File: config.mk
export PLATFORM = sky130hd
export DESIGN_NAME = maxnet_controller
export DESIGN_NICKNAME = d
export VERILOG_FILES = /design/src/rtl/maxnet_controller.sv
export SDC_FILE = /design/constraint.sdc
export NUM_CORES = 1
export LEC_CHECK = 0
export CORE_MARGIN = 2
export CORE_UTILIZATION = 46
export DETAILED_ROUTE_END_ITERATION = 8
export MAX_ROUTING_LAYER = met4
export PLACE_DENSITY_LB_ADDON = 0.1
export SETUP_SLACK_MARGIN = 0.1
export SLEW_MARGIN = 20
export SYNTH_ARGS = -nofsm -noshare
export SYNTH_HDL_FRONTEND = slang
export SYNTH_SLANG_ARGS = --single-unit
File: constraint.sdc
create_clock -name clk -period 7.8 [get_ports clk]
set_input_delay 1.56 -clock clk [delete_from_list [all_inputs] [get_ports clk]]
set_output_delay 1.56 -clock clk [all_outputs]
set_load 0.02 [all_outputs]
File: src/rtl/maxnet_controller.sv
// MAXNET winner-take-all sequencer: loads four activations, iterates an
// external datapath until at most one neuron stays positive (or the iteration
// cap is hit), then reports the winning index and its value.
module maxnet_controller #(
  parameter int unsigned MAX_ITER = 15
) (
  input  logic        clk,
  input  logic        rst_n,
  input  logic        start,
  output logic        mem_en,
  input  logic [31:0] a_in [0:3],
  output logic [31:0] a_cur [0:3],
  output logic        calc_req,
  input  logic        res_valid,
  input  logic [31:0] res_in [0:3],
  output logic        busy,
  output logic        done,
  output logic [1:0]  winner,
  output logic [31:0] winner_val,
  output logic        timeout,
  output logic [3:0]  iter_cnt
);

  typedef enum logic [2:0] {
    S_IDLE     = 3'd0,
    S_LOAD_REQ = 3'd1,
    S_LOAD     = 3'd2,
    S_CHECK    = 3'd3,
    S_CALC     = 3'd4,
    S_DONE     = 3'd5
  } state_t;

  localparam logic [3:0] MAX_ITER_C = 4'(MAX_ITER);

  // ReLU on raw IEEE-754 words: negatives and both zeros become +0.
  function automatic logic [31:0] relu(input logic [31:0] x);
    logic [31:0] r;
    if (x[31] || (x[30:0] == 31'd0)) begin
      r = 32'd0;
    end else begin
      r = x;
    end
    return r;
  endfunction

  state_t      state_q, state_d;
  logic [31:0] a_cur_q [0:3];
  logic [31:0] a_cur_d [0:3];
  logic        mem_en_q, mem_en_d;
  logic        calc_req_q, calc_req_d;
  logic        busy_q, busy_d;
  logic        done_q, done_d;
  logic [1:0]  winner_q, winner_d;
  logic [31:0] winner_val_q, winner_val_d;
  logic        timeout_q, timeout_d;
  logic [3:0]  iter_cnt_q, iter_cnt_d;

  logic [2:0]  nz_cnt_s;
  logic [1:0]  max_idx_s;
  logic [31:0] max_val_s;

  // Survivor count and unsigned maximum over a_cur (strict > keeps lowest index on ties).
  always_comb begin
    nz_cnt_s  = 3'd0;
    max_idx_s = 2'd0;
    max_val_s = a_cur_q[0];
    for (int i = 0; i < 4; i++) begin
      if (a_cur_q[i][30:0] != 31'd0) begin
        nz_cnt_s = nz_cnt_s + 3'd1;
      end else begin
        nz_cnt_s = nz_cnt_s;
      end
    end
    for (int i = 1; i < 4; i++) begin
      if (a_cur_q[i] > max_val_s) begin
        max_val_s = a_cur_q[i];
        max_idx_s = 2'(i);
      end else begin
        max_val_s = max_val_s;
      end
    end
  end

  // Next-state and next-output computation; outputs are derived from the next state so they register cleanly.
  always_comb begin
    state_d      = state_q;
    a_cur_d      = a_cur_q;
    winner_d     = winner_q;
    winner_val_d = winner_val_q;
    timeout_d    = timeout_q;
    iter_cnt_d   = iter_cnt_q;
    case (state_q)
      S_IDLE: begin
        if (start) begin
          state_d = S_LOAD_REQ;
        end else begin
          state_d = S_IDLE;
        end
      end
      S_LOAD_REQ: begin
        state_d = S_LOAD;
      end
      S_LOAD: begin
        for (int i = 0; i < 4; i++) begin
          a_cur_d[i] = relu(a_in[i]);
        end
        iter_cnt_d = 4'd0;
        timeout_d  = 1'b0;
        state_d    = S_CHECK;
      end
      S_CHECK: begin
        if (nz_cnt_s <= 3'd1) begin
          // With no survivors the max search already yields index 0, value 0.
          state_d      = S_DONE;
          timeout_d    = 1'b0;
          winner_d     = max_idx_s;
          winner_val_d = max_val_s;
        end else if (iter_cnt_q == MAX_ITER_C) begin
          state_d      = S_DONE;
          timeout_d    = 1'b1;
          winner_d     = max_idx_s;
          winner_val_d = max_val_s;
        end else begin
          state_d = S_CALC;
        end
      end
      S_CALC: begin
        if (res_valid) begin
          for (int i = 0; i < 4; i++) begin
            a_cur_d[i] = relu(res_in[i]);
          end
          if (iter_cnt_q == 4'd15) begin
            iter_cnt_d = 4'd15;
          end else begin
            iter_cnt_d = iter_cnt_q + 4'd1;
          end
          state_d = S_CHECK;
        end else begin
          state_d = S_CALC;
        end
      end
      S_DONE: begin
        if (start) begin
          state_d = S_LOAD_REQ;
        end else begin
          state_d = S_DONE;
        end
      end
      default: begin
        state_d = S_IDLE;
      end
    endcase
    mem_en_d   = (state_d == S_LOAD_REQ);
    calc_req_d = (state_d == S_CALC);
    done_d     = (state_d == S_DONE);
    busy_d     = (state_d != S_IDLE) && (state_d != S_DONE);
  end

  // State and registered outputs; reset aborts any run and clears everything.
  always_ff @(posedge clk or negedge rst_n) begin
    if (!rst_n) begin
      state_q      <= S_IDLE;
      mem_en_q     <= 1'b0;
      calc_req_q   <= 1'b0;
      busy_q       <= 1'b0;
      done_q       <= 1'b0;
      winner_q     <= 2'd0;
      winner_val_q <= 32'd0;
      timeout_q    <= 1'b0;
      iter_cnt_q   <= 4'd0;
      for (int i = 0; i < 4; i++) begin
        a_cur_q[i] <= 32'd0;
      end
    end else begin
      state_q      <= state_d;
      mem_en_q     <= mem_en_d;
      calc_req_q   <= calc_req_d;
      busy_q       <= busy_d;
      done_q       <= done_d;
      winner_q     <= winner_d;
      winner_val_q <= winner_val_d;
      timeout_q    <= timeout_d;
      iter_cnt_q   <= iter_cnt_d;
      for (int i = 0; i < 4; i++) begin
        a_cur_q[i] <= a_cur_d[i];
      end
    end
  end

  assign mem_en     = mem_en_q;
  assign calc_req   = calc_req_q;
  assign busy       = busy_q;
  assign done       = done_q;
  assign winner     = winner_q;
  assign winner_val = winner_val_q;
  assign timeout    = timeout_q;
  assign iter_cnt   = iter_cnt_q;
  assign a_cur      = a_cur_q;

endmodule
# Word level (Yosys, flattened, before mapping)
# Cells that the tools add are included.
[totals]
output_inout_bits = 171
elab_cells = 98
regBits = 174
inputBits = 260
[op_classes]
magnitude_cmp = 4
n_eq_ne = 12
add_sub_neg = 4
mux = 36
reduce_logical = 29
[ops]
columns = ["operator", "count"]
rows = [
  ["2-to-1 mux 32 bit", 13],
  ["case mux 128 bit (2 select lines)", 1],
  ["logical NOT 31 bit", 8],
  ["2-to-1 mux 128 bit", 1],
  ["nonzero test 31 bit", 4],
  ["> comparator 32 bit", 3],
  ["case mux 3 bit (6 select lines)", 1],
  ["2-to-1 mux 3 bit", 5],
  ["equality test 3 bit (second input constant)", 4],
  ["adder 3 x 1 -> 3 bit (second input constant)", 3],
  ["logical OR 1 bit", 8],
  ["2-to-1 mux 2 bit", 4],
  ["2-to-1 mux 4 bit", 2],
  ["case mux 4 bit (2 select lines)", 1],
  ["2-to-1 mux 1 bit", 7],
  ["equality test 3 x 1 -> 1 bit (second input constant)", 2],
  ["equality test 3 x 2 -> 1 bit (second input constant)", 2],
  ["inequality test 3 bit (second input constant)", 2],
  ["AND reduction 2 bit", 3],
  ["nonzero test 2 bit", 3],
  ["adder 4 x 1 -> 4 bit (second input constant)", 1],
  ["equality test 4 bit (second input constant)", 1],
  ["<= comparator 3 x 1 -> 1 bit (second input constant)", 1],
  ["logical NOT 3 bit", 1],
  ["4 further kinds", 4],
]

# Depth between registers and ports, before layout
[depth]
word_depth = 13
depth_mapped = 30
ltp_nobuf = 25

# Worst setup path before layout
# OpenSTA, ideal clock, no wires.
[synth_timing]
path_kind = "register to register"
start = "register a_cur_q, in the netlist a_cur[110]"
end = "register winner_val_q[26], in the netlist winner_val[26]"
setup_time_ps = 77
slack_ps = 649
n_path_buf = 5
required_ps = 7723
stages_incl_launch_ff = 30
synth_period_minus_slack_ps = 7151
arrival_time_ps = 7074
cell_sequence = "dfrtp_1 -> inv_1 -> ha_1 -> nand4_1 -> or4_1 -> or3b_4 -> o311ai_4 -> clkbuf_1 -> and3_1 -> nor2_1 -> ha_1 -> nand4_1 -> or4_4 -> o2111ai_2 -> o31ai_1 -> or2_1 -> buf_6 -> buf_6 -> o31ai_4 -> ha_1 -> a211oi_1 -> nor2_1 -> o21ai_0 -> a21oi_1 -> a2111oi_0 -> a22o_1 -> clkbuf_1 -> buf_1 -> mux2_2 -> a21oi_1"
[synth_via]
elab_chain_len = 11
word_cells_on_any_way = 19
cone_classes = "add/sub (3); order compare (4); mux (9); reduce/logical (3)"
[synth_lines]
columns = ["element", "line_no", "source"]
rows = [
  ["from (decl)", "47", "logic [31:0] a_cur_q [0:3];"],
  ["from (signal, indexed assignment)", "185", "a_cur_q[i] <= a_cur_d[i];"],
  ["branches (longest 11 deep; another with > comparator 32 bit)", "-", ""],
  ["to (signal assigned)", "181", "winner_val_q <= winner_val_d;"],
  ["to (decl)", "54", "logic [31:0] winner_val_q, winner_val_d;"],
]
# Parallel ways; which one is timed is not known. The select of a mux whose other input is x is not followed.
# A chain may end at the register's enable or synchronous reset.

# Worst setup path in the final report
[layout_timing]
start = "register a_cur_q, in the netlist a_cur[77]"
end = "register winner_val_q[18], in the netlist winner_val[18]"
[layout_via]
elab_chain_len = 9
word_cells_on_any_way = 17
cone_classes = "add/sub (2); order compare (4); mux (8); reduce/logical (3)"
[layout_lines]
columns = ["element"]
rows = [
  ["branches (longest 9 deep; another with > comparator 32 bit)"],
]
# Parallel ways; which one is timed is not known. The select of a mux whose other input is x is not followed.

==> run metrics <==
status=finished with violations; violated checks=DRC; Starting Density=46.5%; Crit-path slowest cell=or4_1; Crit path largest cell delay=0.61 ns; CP required=8.15 ns; Syn Inst Count=1286; top layer in use=met4; Yosys top cell area share=36.2%; CTS tree=built; clk slew on worst S/H paths=0.07 ns; slew margin rel.=29.2%; Inst Count DP=2008; Main synth FF type=dfrtp_1; post-synth top area cell=dfrtp_1; Die Ht=166 microns; multi-input logic area=6700 sq um; Power Dens Cells=493 nW/um^2; Worst Max-Slew Pin Slew=1.06 ns; Reg area=4360 sq um; Pins Over Slew Limit=0; Final Power=8.58 mW; number of max-cap violations=0; clock tree buffer depth=2; Post-Place Worst Slack=0.181 ns; routed len/inst=24.7 microns; Worst Setup Path Type=reg -> reg; Hold Path Class=reg -> reg; IO Pins=431; Final Cycle Share=93.6%; final HPWL from detailed placement=39.8 mm; Antenna Nets Post-Route=0; Post-CTS Setup Inserts=0; Post-synth ARST share=100%; WL met1=20.1 mm; Non-Filler Instances=2043; initial antenna violation count=1; IO buf count=430; core footprint=25800 sq um; Via Count=12900; Yosys warnings=0; Worst-Skew Late Latency=0.44 ns; Post-Syn Area per Cell=9.35 sq um; Inserted Clock Buffers=17; Fin Setup TNS=0 ns; vias in the first global route=12900; layout cell share with drive strength beyond 1=8.55%; root buffer cell=clkbuf_16; Routed WL=50.6 mm; EDFF count, synth=0; CP max FO=28; DRC=15; critical path startpoint category=flip-flop; worst path arrival time=7.65 ns; All-Layer GR Usage=36.9%; H-tree depth=4; sequential fraction of the synthesis area=36.2%; most frequent cells in the layout=429 x clkdlybuf4s50_1, 196 x inv_1, 173 x dfrtp_1; first-pass iteration count of the detailed router=9; die area=27400 sq um; final clock skew=0.0125 ns; RePlAce Congestion=0.966; met2 WL=25.1 mm; P&R area growth vs syn=44.6%; Die W=166 microns; Post-Syn Area=12000 sq um; First DRT Iteration DRCs=1667; VDD IR max=0.256 mV; Final #Nets=2054; Sink Count=174; Setup WS post-layout=0.503 ns; CP most frequent cell=ha_1; Distinct cells, synth=58; RSZ-0062 raised after global routing=no; fin crit period=7.30 ns; Synth area leaders=dfrtp_1 36%, ha_1 10%, a222oi_1 8.1%; hold violation count in the final report=0; placed cell area=16700 sq um; Leak=7.81 nW; leading cell type in the layout, fill and taps excluded=clkdlybuf4s50_1; gr ovfl total=0; Fill cells=2149; register bit total from synthesis=174; Fmax=137 MHz; Setup crit end kind=flip-flop; WL met3=3.94 mm; syn nets=1646; vias per inst=6.32; # setup viols final=0; fin area=17400 sq um; pin count of the biggest net entering global routing=90; # rows=59; first-pass GRT wire length=76.9 mm
==> metrics by stage <==
| stage | utilization, % | hold WS (ns) |
|---|---|---|
| 2_1_floorplan | - | 0.588 |
| 3_3_place_gp | 64.7 | 0.479 |
| 3_5_place_dp | 64.8 | 0.500 |
| 4_1_cts | 67.0 | 0.515 |
| 5_1_grt | 67.3 | 0.531 |
| 6_report | 67.3 | 0.513 |
==> critical path, delay by kind of cell (launching register included) <==
family,cells,cell delay [ns]
mux,1,0.35
fa+ha+maj,3,0.99
simple gates,9,2.62
flops,1,0.48
buf+inv,3,0.69
compound gates,10,2.07
==> cell usage after synthesis (all sizes together), types with 2 or more instances <==
library cell  number
inv              196
dfrtp            174
ha               100
a222oi            97
nor4              89
nor2              76
a21oi             72
clkbuf            55
o21ai             49
nand4             48
o31ai             33
and3              32
mux2              32
nor3              32
a21boi            30
a221oi            27
nand2             25
mux2i             24
buf               18
nand3              7
a211oi             6
o211ai             6
o21bai             6
a31oi              5
nor2b              4
o21a               4
or2                4
or4                4
a21o               3
and2               3
nand2b             3
xnor2              3
a221o              2
o2bb2ai            2
or3                2
==> state kept, by name, summed over array words and instances (netlist names), 2 cells and up <==
| name | count |
|---|---|
| a_cur | 128 |
| winner_val | 32 |
| iter_cnt | 4 |
| state_q | 3 |
| winner | 2 |
==> final timing paths <==
check	cells past startpoint	start	endpoint	slack [ns]
max in group asynchronous	2	rst_n	a_cur[109]$_DFFE_PN0P_	5.33
min in group asynchronous	1	rst_n	a_cur[29]$_DFFE_PN0P_	1.06
setup / recovery	26	a_cur[77]$_DFFE_PN0P_	winner_val[18]$_DFFE_PN0P_	0.50
hold / removal	1	winner[0]$_DFFE_PN0P_	winner[0]$_DFFE_PN0P_	0.51
hold reg to reg	1	winner[0]$_DFFE_PN0P_	winner[0]$_DFFE_PN0P_	0.51
setup reg to reg	26	a_cur[77]$_DFFE_PN0P_	winner_val[18]$_DFFE_PN0P_	0.50
==> area by class of cell <==
| cell class | count | share of cell area, % |
|---|---|---|
| clock inverters | 13 | 0.691 |
| repair buffers | 461 | 26.5 |
| diodes | 1 | 0.0144 |
| clock buffers | 19 | 2.61 |
| well taps | 335 | 2.41 |
| multi-input cells | 844 | 38.5 |
| flip-flops and latches | 174 | 25.1 |
| inverters | 196 | 4.23 |
==> per-layer routing <==
layer	vias up	global-route usage (%)
li1	5784	-
met1	6322	45.3
met5	-	-
met4	0	11.2
met2	712	62.3
met3	96	6.43
==> power breakdown <==
part,internal (mW),switching (mW)
Clock,0.439,0.414
Sequential,1.21,0.509
Combinational,2.64,3.37
Total,4.28,4.29
==> timing repair <==
action / 4_1_cts / 5_1_grt
hold buffers: 0 / 0
setup endpoints to repair: 0 / 34
gates resized for setup: 0 / 8
==> cells by family after synthesis <==
family / share of synthesized area, %
fa+ha+maj: 10.4
flops: 36.2
simple gates: 14.8
buf+inv: 8.89
xor+xnor: 0.292
mux: 5.00
compound gates: 24.4
(Power assumes the default switching activity.)
